--- src/rtl/serial_adder.sv ---
// Bit-serial LSB-first adder built around a single full_adder cell.
// Optional signed-overflow output enabled by defining SERIAL_ADDER_OVF_EN.

module full_adder (
  input  logic a,
  input  logic b,
  input  logic cin,
  output logic sum,
  output logic cout
);

  assign sum  = a ^ b ^ cin;
  assign cout = (a & b) | (cin & (a ^ b));

endmodule

module serial_adder #(
  parameter int unsigned WIDTH = 8
) (
  input  logic             clk,
  input  logic             rst_n,
  input  logic             start,
  input  logic [WIDTH-1:0] a,
  input  logic [WIDTH-1:0] b,
  input  logic             cin,
  output logic             busy,
  output logic             done,
  output logic [WIDTH-1:0] sum,
  output logic             cout
`ifdef SERIAL_ADDER_OVF_EN
  ,
  output logic             ovf
`endif
);

  localparam int unsigned   CW   = (WIDTH > 1) ? $clog2(WIDTH) : 1;
  localparam logic [CW-1:0] LAST = CW'(WIDTH - 1);

  typedef enum logic [1:0] {
    S_IDLE = 2'd0,
    S_RUN  = 2'd1,
    S_DONE = 2'd2
  } state_t;

  state_t           r_state;
  state_t           w_state_nxt;

  logic [WIDTH-1:0] r_sa;
  logic [WIDTH-1:0] r_sb;
  logic [WIDTH-1:0] r_ps;
  logic             r_carry;
  logic [CW-1:0]    r_cnt;

  logic [WIDTH-1:0] r_sum;
  logic             r_cout;
  logic             r_done;

  logic             w_fa_s;
  logic             w_fa_c;
  logic             w_last;
  logic [WIDTH-1:0] w_ps_nxt;

  full_adder u_fa (
    .a    (r_sa[0]),
    .b    (r_sb[0]),
    .cin  (r_carry),
    .sum  (w_fa_s),
    .cout (w_fa_c)
  );

  assign w_last = (r_cnt == LAST);

  // The new sum bit enters at the MSB, so after WIDTH shifts bit 0 is the LSB.
  generate
    if (WIDTH == 1) begin : g_ps_w1
      assign w_ps_nxt = w_fa_s;
    end else begin : g_ps_wn
      assign w_ps_nxt = {w_fa_s, r_ps[WIDTH-1:1]};
    end
  endgenerate

  always_ff @(posedge clk or negedge rst_n) begin
    if (!rst_n) begin
      r_state <= S_IDLE;
    end else begin
      r_state <= w_state_nxt;
    end
  end

  always_comb begin
    w_state_nxt = r_state;
    case (r_state)
      S_IDLE:  if (start) w_state_nxt = S_RUN;
      S_RUN:   if (w_last) w_state_nxt = S_DONE;
      S_DONE:  w_state_nxt = S_IDLE;
      default: w_state_nxt = S_IDLE;
    endcase
  end

  always_ff @(posedge clk or negedge rst_n) begin
    if (!rst_n) begin
      r_sa    <= '0;
      r_sb    <= '0;
      r_ps    <= '0;
      r_carry <= 1'b0;
      r_cnt   <= '0;
      r_sum   <= '0;
      r_cout  <= 1'b0;
      r_done  <= 1'b0;
    end else begin
      r_done <= 1'b0;
      case (r_state)
        S_IDLE: begin
          if (start) begin
            r_sa    <= a;
            r_sb    <= b;
            r_carry <= cin;
            r_cnt   <= '0;
          end
        end
        S_RUN: begin
          r_sa    <= r_sa >> 1;
          r_sb    <= r_sb >> 1;
          r_ps    <= w_ps_nxt;
          r_carry <= w_fa_c;
          r_cnt   <= r_cnt + CW'(1);
          if (w_last) begin
            r_sum  <= w_ps_nxt;
            r_cout <= w_fa_c;
            r_done <= 1'b1;
          end
        end
        default: ;
      endcase
    end
  end

`ifdef SERIAL_ADDER_OVF_EN
  logic r_ovf;

  // On the last RUN edge r_carry is the carry into the MSB.
  always_ff @(posedge clk or negedge rst_n) begin
    if (!rst_n) begin
      r_ovf <= 1'b0;
    end else if (r_state == S_RUN && w_last) begin
      r_ovf <= r_carry ^ w_fa_c;
    end
  end

  assign ovf = r_ovf;
`endif

  assign busy = (r_state != S_IDLE);
  assign done = r_done;
  assign sum  = r_sum;
  assign cout = r_cout;

endmodule

--- config.mk ---
export PLATFORM = sky130hd
export DESIGN_NAME = serial_adder
export DESIGN_NICKNAME = d
export VERILOG_FILES = /design/src/rtl/serial_adder.sv
export SDC_FILE = /design/constraint.sdc
export NUM_CORES = 1
export LEC_CHECK = 0
export CORE_ASPECT_RATIO = 1.1
export CORE_MARGIN = 1.5
export CORE_UTILIZATION = 25
export CTS_CLUSTER_DIAMETER = 60
export DETAILED_ROUTE_END_ITERATION = 16
export PLACE_DENSITY = 0.56
export SYNTH_ARGS = -nofsm -noshare
export SYNTH_HDL_FRONTEND = slang
export SYNTH_SLANG_ARGS = --single-unit
--- constraint.sdc ---
create_clock -name clk -period 1.7 [get_ports clk]
set_input_delay 0.425 -clock clk [delete_from_list [all_inputs] [get_ports clk]]
set_output_delay 0.425 -clock clk [all_outputs]
set_load 0.01 [all_outputs]
==> out/qor.csv <==
stage,metric,value,unit
floorplanning,num_io_pins,31,
global_routing,grt_max_degree,40,
timing,min_period,1640,ps
timing,fin_skew,6.01,ps
layout,fin_nets,210,
clocking,worstSkewPairLatency,290,ps
clocking,cts_made_buffers,5,
timing,slew_headroom,0.666,
synth,synth-edff-count,0,
critical_path,cp_max_fo,2,
clocking,clock_sinks,39,
power,peakVddDrop,0.664,mV
route,initialDrtViolationCount,59,
critical_path,cp.arrival,1220,ps
synth,syn_inst,151,
timing,rsz0062_at_grt,false,
timing,whs,179,ps
timing,hold_violations,0,
synth,netlist_area,0.00170,sq mm
place,gp_congestion,0.739,
layout,area_growth,30.9,%
floorplanning,fp.dieW,81.7,microns
power,p_leak,0.962,nW
timing,setup_violations,0,
clocking,cts_tree,done,
place,detailed_place_hpwl,2480,microns
critical_path,cp.required,1270,ps
synth,synth_cell_types,27,
synth,synth.ff_latch_count,39,
route,drt-total-wl,3590,microns
power,powerDensity,1750,mW/mm^2
global_routing,overflow,0,
route,ant_nets,0,
layout,diodes,0,
clocking,cts_buffer_depth,2,
clocking,cts_root_buf,clkbuf_8,
synth,syn_nets,174,
hold_path,holdCritPathClass,input port to async pin,
timing,tightest_slew,501,ps
synth,yosysWarnings,0,
route,dr.pass1.iters,4,
timing,fmax,609,MHz
floorplanning,dieArea,0.00732,sq mm
outcome,outcome,completed,
floorplanning,die_h,89.6,microns
place,portBuffers,30,
route,routedWlPerCell,13.3,microns
timing,finalWorstSetupSlack,57.5,ps
layout,fin_util,0.338,
timing,slew_violations,0,
floorplanning,start_util,0.258,
synth,avgSynthCellArea,11.3,sq um
layout,stdcell_count,270,
synth,synth_top_cell_area_share,0.573,
place,placed_cells,262,
global_routing,grt_first_pass_wirelength,6090,microns
timing,period_share,0.966,
synth,synth_area_leaders,"dfrtp_1 (57%), o22ai_1 (9.6%), nand2_1 (5.3%), mux2_2 (4.0%), a21oi_1 (3.8%)",
synth,ys_seq_area_frac,0.573,
synth,synth_most_common_cell,dfrtp_1,
synth,async_flop_share,1.00,
clocking,post_cts_buffers,0,
synth,yosys_most_used_dff,dfrtp_1,
place,dp_slack,-57.1,ps
synth,synth_top_area_cell,dfrtp_1,
global_routing,antenna_found_initial,0,
synth,yosys-top-cells-count,"dfrtp_1 (39), o22ai_1 (26), nand2_1 (24)",
global_routing,grt_pass1_vias,1249,
floorplanning,coreArea,0.00659,sq mm
flow_run,maxCapViolations,0,
layout,post_route_cells_drive_above_1_share,0.170,
route,drc_errors,0,
global_routing,grt_usage,0.113,
clocking,clkTransAtPathRegs,80,ps
route,via_count,1277,
power,totalPowerFinal,3.90,mW
critical_path,critPathKind,flip-flop to output pin,
critical_path,endpoint_kind,output pin,
route,viasPerCell,4.73,
floorplanning,row_count,31,
critical_path,cp-start-kind,flip-flop,
clocking,cts.htree.levels,2,
==> final timing paths <==
path	start	end	slack, ps	depth (start not counted)
worst max-delay path	r_state[0]	busy	60	2
worst min-delay path	rst_n	sum[4]	180	2
worst max register to register	r_state[1]	sum[7]	250	5
worst min register to register	r_ps[1]	r_ps[1]	490	2
max in group asynchronous	rst_n	r_carry	1170	2
min in group clk	r_ps[1]	r_ps[1]	490	2
==> cells by family (layout without fill, tap and decap cells) <==
| group | after synthesis | count (layout) | share of synthesized area |
|---|---|---|---|
| AOI/OAI and AO/OA | 50 | 50 | 0.179 |
| DFF | 39 | 39 | 0.573 |
| and+or+nand+nor | 36 | 36 | 0.107 |
| buffers and inverters | 14 | 51 | 0.0485 |
| muxes | 9 | 9 | 0.0661 |
| adders and majority gates | 3 | 3 | 0.0264 |
==> metal layers <==
layer	vias to the layer above	share of wire	wire, microns	track usage
li1	618	-	-	-
met1	618	0.49	1750	0.148
met2	37	0.45	1620	0.172
met3	4	0.046	165	0.0327
met4	0	0.013	48	0.0508
met5	-	0	0	0
==> final cells by class <==
class | instances | area, sq um
fill | 703 | 4360
sequential | 39 | 976
multi-input combinational | 98 | 644
timing repair buffer | 39 | 374
tap | 82 | 103
clock buffer | 5 | 68.8
clock inverter | 3 | 43.8
inverter | 4 | 20.0
==> cell usage in the layout (no fill, tap or decap) <==
cell type	n
inv_6	1
buf_12	1
or2b_1	2
clkinv_2	1
nor2b_1	1
o221a_2	1
dfrtp_1	39
clkinv_4	1
clkbuf_8	5
clkdlybuf4s50_1	28
or3b_1	1
nor2_1	2
a22o_1	2
fa_1	1
or2_4	1
a21oi_1	13
buf_2	1
dlygate4sd2_1	1
mux2_4	3
ha_1	2
nand2b_1	2
o21ai_0	6
inv_1	3
o22ai_1	26
buf_4	8
mux2_2	6
bufinv_16	1
a2bb2oi_1	2
nand2_1	24
nand2_8	1
or2_2	1
and2b_1	1
==> critical path: stages (launching register included) <==
cell and delay, ps:
dfrtp_1 380, or2_4 270, dlygate4sd2_1 280
==> sequential cells by signal (all words and copies together), names as in the netlist <==
signal / flops
sum: 8
done: 1
r_sa: 8
r_cnt: 3
r_carry: 1
cout: 1
r_ps: 7
r_state: 2
r_sb: 8
==> report_power, final <==
group / total [mW] / leakage, nW / internal [mW] / switching (mW)
clock: 0.773 / 0.0581 / 0.437 / 0.336
combinational: 1.50 / 0.442 / 0.806 / 0.696
sequential: 1.63 / 0.462 / 1.35 / 0.276
total: 3.90 / 0.962 / 2.59 / 1.31
==> metrics by stage <==
stage,setup TNS (ps),area (sq um)
floorplan,0,1700
global placement,-170,2120
detailed placement,-581,2120
CTS,0,2230
global route,0,2230
finish,0,2230
==> repair_timing <==
item	CTS	global route
endpoints found under the setup margin	1	0
hold buffers	0	0
gates resized for setup	1	0
Power figures use the tool's default switching activity.
